==> src/rtl/hazard_scoreboard.sv <==
// Decode-stage interlock: per-register countdown scoreboard for long-latency producers.
// Stalls decode on RAW against a pending load/multiply result and on WAW where the
// instruction in decode would complete before an older write to the same register.
// Optional feature macro: HAZARD_STATS_EN adds the o_stall_count statistics port.
module hazard_scoreboard #(
    parameter int unsigned REG_ADDR = 5,
    parameter int unsigned CNT_W    = 3,
    parameter int unsigned LOAD_LAT = 1,
    parameter int unsigned MULT_LAT = 4
) (
    input  logic                     i_clk,
    input  logic                     i_reset,
    input  logic                     i_dec_valid,
    input  logic [REG_ADDR-1:0]      i_src1,
    input  logic [REG_ADDR-1:0]      i_src2,
    input  logic                     i_use_src1,
    input  logic                     i_use_src2,
    input  logic [REG_ADDR-1:0]      i_dest,
    input  logic                     i_regwrite,
    input  logic                     i_is_load,
    input  logic                     i_is_mult,
    input  logic                     i_flush,
    output logic                     o_stall,
    output logic                     o_dec_we,
    output logic                     o_bubble,
    output logic [(2**REG_ADDR)-1:0] o_busy_mask
`ifdef HAZARD_STATS_EN
    ,
    output logic [31:0]              o_stall_count
`endif
);

    localparam int unsigned NREG    = 2 ** REG_ADDR;
    localparam int unsigned CNT_MAX = (2 ** CNT_W) - 1;

    // Latencies must fit the counters, otherwise they would wrap and release early.
    if (LOAD_LAT > CNT_MAX) begin : g_bad_load_lat
        $error("hazard_scoreboard: LOAD_LAT exceeds 2**CNT_W-1");
    end
    if (MULT_LAT > CNT_MAX) begin : g_bad_mult_lat
        $error("hazard_scoreboard: MULT_LAT exceeds 2**CNT_W-1");
    end

    logic [CNT_W-1:0] r_cnt   [NREG];
    logic [CNT_W-1:0] w_cnt_d [NREG];
    logic [NREG-1:0]  r_busy;
    logic [NREG-1:0]  w_busy_d;
    logic [CNT_W-1:0] w_lat;
    logic             w_raw1;
    logic             w_raw2;
    logic             w_waw;
    logic             w_stall;
    logic             w_issue;

    // Result latency of the instruction in decode; multiply wins over load.
    always_comb begin
        w_lat = '0;
        if (i_is_mult) begin
            w_lat = CNT_W'(MULT_LAT);
        end else if (i_is_load) begin
            w_lat = CNT_W'(LOAD_LAT);
        end
    end

    // Hazard detection; reset forces all interlock outputs inactive.
    always_comb begin
        w_raw1  = i_use_src1 & (i_src1 != '0) & (r_cnt[i_src1] != '0);
        w_raw2  = i_use_src2 & (i_src2 != '0) & (r_cnt[i_src2] != '0);
        w_waw   = i_regwrite & (i_dest != '0) & (r_cnt[i_dest] > w_lat);
        w_stall = i_reset & i_dec_valid & ~i_flush & (w_raw1 | w_raw2 | w_waw);
        w_issue = i_dec_valid & ~i_flush & ~w_stall;
    end

    // Outputs: a flush still bubbles ID/EX but keeps dec_we high for the redirect.
    always_comb begin
        o_stall     = w_stall;
        o_dec_we    = ~w_stall;
        o_bubble    = i_reset & (w_stall | i_flush);
        o_busy_mask = r_busy;
    end

    // Next-state counters: an issuing write reloads its register, others count down.
    always_comb begin
        w_busy_d = '0;
        for (int r = 0; r < NREG; r++) begin
            w_cnt_d[r] = '0;
            if (r != 0) begin
                if (w_issue && i_regwrite && (i_dest == REG_ADDR'(r)) && (w_lat != '0)) begin
                    w_cnt_d[r] = w_lat;
                end else if (r_cnt[r] != '0) begin
                    w_cnt_d[r] = r_cnt[r] - CNT_W'(1);
                end
            end
            w_busy_d[r] = (w_cnt_d[r] != '0);
        end
    end

    // Scoreboard state and busy mask, both taken from the next-state counters.
    always_ff @(posedge i_clk or negedge i_reset) begin
        if (!i_reset) begin
            for (int r = 0; r < NREG; r++) begin
                r_cnt[r] <= '0;
            end
            r_busy <= '0;
        end else begin
            for (int r = 0; r < NREG; r++) begin
                r_cnt[r] <= w_cnt_d[r];
            end
            r_busy <= w_busy_d;
        end
    end

`ifdef HAZARD_STATS_EN
    logic [31:0] r_stall_count;

    // Stall-cycle statistics; free-running, wraps at 2**32.
    always_ff @(posedge i_clk or negedge i_reset) begin
        if (!i_reset) begin
            r_stall_count <= '0;
        end else if (w_stall) begin
            r_stall_count <= r_stall_count + 32'd1;
        end
    end

    assign o_stall_count = r_stall_count;
`endif

endmodule

==> config.mk <==
export PLATFORM = sky130hd
export DESIGN_NAME = hazard_scoreboard
export DESIGN_NICKNAME = d
export VERILOG_FILES = /design/src/rtl/hazard_scoreboard.sv
export SDC_FILE = /design/constraint.sdc
export NUM_CORES = 1
export LEC_CHECK = 0
export ABC_AREA = 1
export CAP_MARGIN = 25
export CORE_ASPECT_RATIO = 1.25
export CORE_UTILIZATION = 40
export DETAILED_ROUTE_END_ITERATION = 10
export HOLD_SLACK_MARGIN = 0.05
export PLACE_DENSITY_LB_ADDON = 0.2
export SLEW_MARGIN = 20
export SYNTH_ARGS = -nofsm -noshare
export SYNTH_HDL_FRONTEND = slang
export SYNTH_SLANG_ARGS = --single-unit
==> constraint.sdc <==
create_clock -name i_clk -period 10.17 [get_ports i_clk]
set_input_delay 1.5255 -clock i_clk [delete_from_list [all_inputs] [get_ports i_clk]]
set_output_delay 1.5255 -clock i_clk [all_outputs]
set_load 0.05 [all_outputs]
==> run metrics <==
async set-or-reset flop fraction in the synthesized netlist 100%; power density over the cells 206 nW/um^2; Chip Width around 130 um; most utilized layer in the global route result met2; crit-path most repeated cell sky130_fd_sc_hd__o21ai_0; largest area contributor in the netlist sky130_fd_sc_hd__dfrtp_1; GRT met2 Usage 41.1%; post-CTS setup buffer count 0; Seq/Total Area, Yosys 35.4%; count of fill cells added during filler insertion 2211; clock tree from TritonCTS built; most numerous cell in the Yosys netlist sky130_fd_sc_hd__nand2_1; post-place setup slack 2.80 ns; maximum buffer depth of the clock tree 2; first-pass GRT wire length 43500 um; total placed cells including tap cells 1595; total wire length after detailed routing 27300 um; post-route antenna net violation count 0; maximum number of pins on one net before global-route repair 94; Critical Path Start Type input port; number of buffers created by CTS 17; vias after detailed routing 8384; register bit total from synthesis between 100 and 150; post-route worst hold slack 0.639 ns; clk_skew 0.0111 ns; outcome finished clean; Final Instance Count excl. Fillers 1627; count of pins over their slew limit 0; setup repair after global routing missed its margin false; slew at the pin closest to its max-slew limit approximately 0.97 ns; post-layout instance area between 10000 and 15000 sq um; largest driver fanout on the critical path 34; fin worst setup slack 2.78 ns; Slew HR 35.0%; list of cells traversed by the critical path clkdlybuf4s50_1 -> inv_1 -> nand2_1 -> o22ai_1 -> o21ai_0 -> o21ai_0 -> a221oi_1 -> o21ai_0 -> ha_1 -> o221ai_1 -> inv_1 -> nand2_1 -> nand3_1 -> nand2_2 -> o21ai_0 -> clkdlybuf4s50_1; antenna violations before repair 0; arrival time of data at the critical path endpoint slightly below 6 ns; combined flip-flop and latch cell area between 3000 and 4000 sq um; Clock Sinks 124; most common flop cell mapped by yosys sky130_fd_sc_hd__dfrtp_1; final estimated routing congestion in global placement roughly 0.95; sum of negative setup slack 0 ns; total of warnings raised by yosys 0; largest stage delay on the critical path 0.76 ns; Static Leakage 5.98 nW; post-CTS resize count 0; met3 routing resource usage after global routing 4.69%; final cell utilization of the core 47.1%; final-stage net count between 1k and 1.5k; max-cap check violation count 0; final routed DRC violation total 0; number of global-route vias before repair 8001; net count after synthesis 1381; total of hold buffers inserted after clock tree synthesis 0; number of port buffers 57; maximum clock frequency 135 MHz; largest cells by area after synthesis sky130_fd_sc_hd__dfrtp_1, sky130_fd_sc_hd__nand2_1, sky130_fd_sc_hd__inv_1; Setup crit start i_dest[0]; Pwr Total 2.09 mW; Final Hold Vio Count 0; root buffer selected by CTS sky130_fd_sc_hd__clkbuf_16; placement row count 60; final number of setup-violating endpoints 0; standard cell with the maximum stage delay on the critical path sky130_fd_sc_hd__clkdlybuf4s50_1; Final min period around 7.4 ns; Worst Hold Class flop to flop; placed inst area 9530 sq um; Inserted Diodes 0; share of cells above drive strength 1 6.01%; DIE HEIGHT 168 um; average via count per standard cell around 5.2; data required time at the worst endpoint slightly below 9 ns; Crit. End Element output pin; Reg2Reg Launch Point r_cnt[89]; critical hold path startpoint r_cnt[85]; Worst VDD drop between 0.1 and 0.15 mV; Syn Area/Cell slightly below 7 sq um; global route overflow 0; final period utilization 72.6%; I/O pin count 59; setup slack of the most critical reg-to-reg path 6.37 ns; half-perimeter wire length after placement 20200 um; number of search-and-repair iterations in the first detailed-routing pass 6; H-tree lvl count 4; crit path kind input port to output pin; starting density of the core between 40 and 50%; synth cell count leaders sky130_fd_sc_hd__nand2_1, sky130_fd_sc_hd__inv_1, sky130_fd_sc_hd__dfrtp_1, sky130_fd_sc_hd__nand3_1, sky130_fd_sc_hd__nor2_1; Unique masters post-synth 28; synthesized cell area just under 9000 sq um; detailed-route wire length per cell between 15 and 20 um; count of flip-flops with a built-in enable after synthesis 0; met1 demand-to-capacity share in global routing 33.0%; area used by multi-input combinational logic 4480 sq um; Iter 0 DRT Violations 774; latest clock arrival within the worst-skew pair 0.43 ns; area added between synthesis and finish 15.9%; clock transition time at the flip-flop clock pins of the worst setup and hold paths 0.06 ns; Core Area approximately 22000 sq um; fraction of post-synthesis cell area in the top cell type by area 35.4%; Global Route Usage Sum roughly 26%; die footprint 22500 sq um; number of standard cells after synthesis 1293
## routing by layer
layer	routed length, um	vias to the layer above	part of all wire (%)
met3	1820	61	6.7
met4	1170	0	4.3
met1	11700	3869	43
met5	0	-	0
li1	-	4131	-
met2	12500	323	46
## kinds of logic (layout without fill, tap and decap cells)
family | after synthesis | in the layout | share of synthesized area [%]
adder cells (fa/ha/maj) | 64 | 64 | 9.14
AO/OA/AOI/OAI | 109 | 109 | 7.24
buffers and inverters | 299 | 354 | 13.6
other | 1 | 1 | 0.0428
AND/OR/NAND/NOR | 696 | 696 | 34.6
flip-flops | 124 | 124 | 35.4
## registers in the layout (all words and copies together) (netlist names)
signal,flops
o_busy_mask,31
r_cnt,93
## layout by cell type (no fill, tap or decap), drive strengths merged, types with 9 or more instances in the layout
cell           instances
clkbuf                21
nor2                 100
ha                    64
dfrtp                124
nand2                381
o221ai                10
inv                  255
nand3                114
nand4                 69
clkdlybuf4s50         56
o21ai                 66
or2                   31
a22oi                  9
a21oi                 11
## power breakdown
part | switching, mW | total (mW) | internal, mW
registers | 0.0747 | 0.671 | 0.597
logic | 0.521 | 0.764 | 0.243
clock network | 0.231 | 0.653 | 0.422
total | 0.826 | 2.09 | 1.26
## critical path: cells and delay by family
kind,cells,cell delay (ns)
compound gates,7,1.15
fa+ha+maj,1,0.30
buf+inv,4,1.67
simple gates,4,1.20
## path summary, 6_finish.rpt
check / to / cells past startpoint
worst min register to register: r_cnt[85] / 4
min in group asynchronous: o_busy_mask[19] / 1
max in group asynchronous: o_busy_mask[1] / 2
worst max-delay path: o_bubble / 16
worst min-delay path: r_cnt[85] / 4
worst max register to register: o_busy_mask[9] / 16
## final cells by class
type / instances / share of cell area, %
Multi-Input combinational cell: 870 / 44.1
Clock inverter: 11 / 1.64
Timing Repair Buffer: 64 / 6.22
Inverter: 258 / 9.54
Tap cell: 279 / 3.44
Sequential cell: 124 / 30.6
Clock buffer: 21 / 4.53
Note: power is estimated with default switching activity, not from simulation.
==> RTL edit (config.mk and constraints unchanged) <==
The parameter `REG_ADDR` goes from 5 to 4.
--- a/src/rtl/hazard_scoreboard.sv
+++ b/src/rtl/hazard_scoreboard.sv
@@ -5,3 +5,3 @@
 module hazard_scoreboard #(
-    parameter int unsigned REG_ADDR = 5,
+    parameter int unsigned REG_ADDR = 4,
     parameter int unsigned CNT_W    = 3,
Interface: changed (resized i_dest, i_src1, i_src2 and o_busy_mask); port bits go from 59 to 40. No check against the original RTL was run, so the function may have changed too.
==> RTL edit against the unedited design <==
Sequential cell count is 64 lower. Worst hold slack got worse by 4.3 ps. Worst setup slack lost 30 ps. Sequential power down 56%. Total power shrank 58%. Non-clock buffer count decreased by 23. Wire length shrank 57%. Final area down 51%. Maximum frequency shrank 0.40%. Area after synthesis decreased by 52%. Critical path type unchanged.
==> RTL edit: results (changes against the unedited design) <==
- The count of buffers added by post-CTS timing repair for setup came to 0 (unchanged).
- The clock tree skew after final layout came to 6.307 ps (-4.793 ps).
- The worst-margin pin slew is 759.6 ps (-214.7 ps).
- The placed wire-length estimate is 9213 um (-55%).
- The net count after synthesis is 668 (-52%).
- The sequential element share of the synthesized area is 35.55% (+0.14 points).
- The maximum cell stage delay along the critical path was 720 ps (-40 ps).
- The worst register-to-register path ends at o_busy_mask[4].
- The via count of the first global-routing pass came to 3,794 (-53%).
- The sum of met2 wire segment lengths after detailed routing is 5663 um (-55%).
- The cell-internal power is 0.5748 mW (-54%).
- Signal routing reaches up to met4.
- The number of search-and-repair iterations in the first detailed-routing pass is 4 (-2).
- The compound-gate portion of the synthesized area is 7.701% (+0.46 points).
- The part of the power in combinational logic was 30.5% (-6.1 points).
- The count of unique library cells instantiated by Yosys came to 31 (+11%).
- The synthesized-area fraction occupied by adder cells came to 9.479% (+0.34 points).
- The largest net degree at the start of global routing is 46 (-51%).
- The wire length of the first global-routing pass is 19,060 um (-56%).
- The total routed wire length on the met1 layer is 5037 um (-57%).
- The number of nets in the layout was 706 (-50%).
- The setup violation total in the final timing report is 0 (unchanged).
- By count the netlist is led by 164 x sky130_fd_sc_hd__nand2_1, 138 x sky130_fd_sc_hd__inv_1, 60 x sky130_fd_sc_hd__dfrtp_1.
- The run finished with clean final reports.
- The insertion delay of the later-clocked pin in the worst-skew pair is 330 ps (-100 ps).
- The routing usage on met2 was 38.44% (-2.6 points).
- The total length of routed met3 wires is 512 um (-72%).
- The startpoint identified for the worst register-to-register timing path is r_cnt[21].
- The number of port buffers is 38 (-33%).
- The weighted congestion at the end of routability-driven global placement is 0.8997 (-5.6%).
- The cell sitting at the root of the clock tree is a sky130_fd_sc_hd__clkbuf_16.
- The internal reg-to-reg setup slack is 6860 ps (+490 ps).
- The end point of the most critical hold path is r_cnt[28].
- The sequential cell power came to 0.293 mW (-56%).
- The worst hold path begins at r_cnt[29].
- Among all stages on the critical path, the largest delay is contributed by sky130_fd_sc_hd__clkdlybuf4s50_1.
- The met1 track demand over resource is 28.20% (-4.8 points).
- The aggregate routed wire length is 11,800 um (-57%).
- After synthesis, the cell types taking the most area are sky130_fd_sc_hd__dfrtp_1 36%, sky130_fd_sc_hd__nand2_1 15%, sky130_fd_sc_hd__inv_1 12%, sky130_fd_sc_hd__ha_1 9.5%, sky130_fd_sc_hd__nand3_1 5.9%.
- The number of buffers inserted during clock tree synthesis is 9 (-8).
- The total cell area at the placement stage came to 4695 um2 (-51%).
- The maximum fanout along the worst path is 25 (-26%).
- The fraction of layout cells with a size suffix above 1 came to 6.687% (+0.68 points).
- The endpoint arrival time on the critical path was 5890 ps (+30 ps).
- The reported leakage power was 2.987 nW (-50%).
- The maximum level of the CTS H-tree is 3 (-1).
- The number of flip-flops in the largest register is 45 (-52%).
- The number of design-rule violations left by the first detailed-router iteration was 287 (-63%).
- The maximum VDD drop is 95.28 uV (-24%).
- The met3 track demand over resource is 4.457% (-0.24 points).
- The count of cells along the worst register-to-register path came to 16 (unchanged).
## RTL edit: cell types whose count changed in the layout (fill, tap and decap cells not counted), sizes merged, moves of 16 or more
cell	delta
nand2	-217
inv	-116
dfrtp	-64
nand3	-64
nor2	-53
nand4	-39
o21ai	-39
ha	-32
clkdlybuf4s50	-19
or2	-16
## RTL edit: stage by stage
step	hold WS, ps	worst slack (ps)	total power, mW	cells
after floorplan	574.4	4655	0.4731	615
after global placement	626.7	2905	0.5640	771
after detailed placement	618.8	2830	0.5682	771
after CTS	643.2	2820	0.8978	787
after global routing	682.7	2277	0.9402	787
final	634.5	2754	0.8873	787
## RTL edit: final cells by class
type                    instances  area [um2]
multi-input cells             401        2108
flip-flops and latches         60        1501
inverters                     140       525.5
clock buffers                  13       280.3
fillers                      1018        5140
repair buffers                 41       397.9
clock inverters                 3       42.54
well taps                     129       161.4
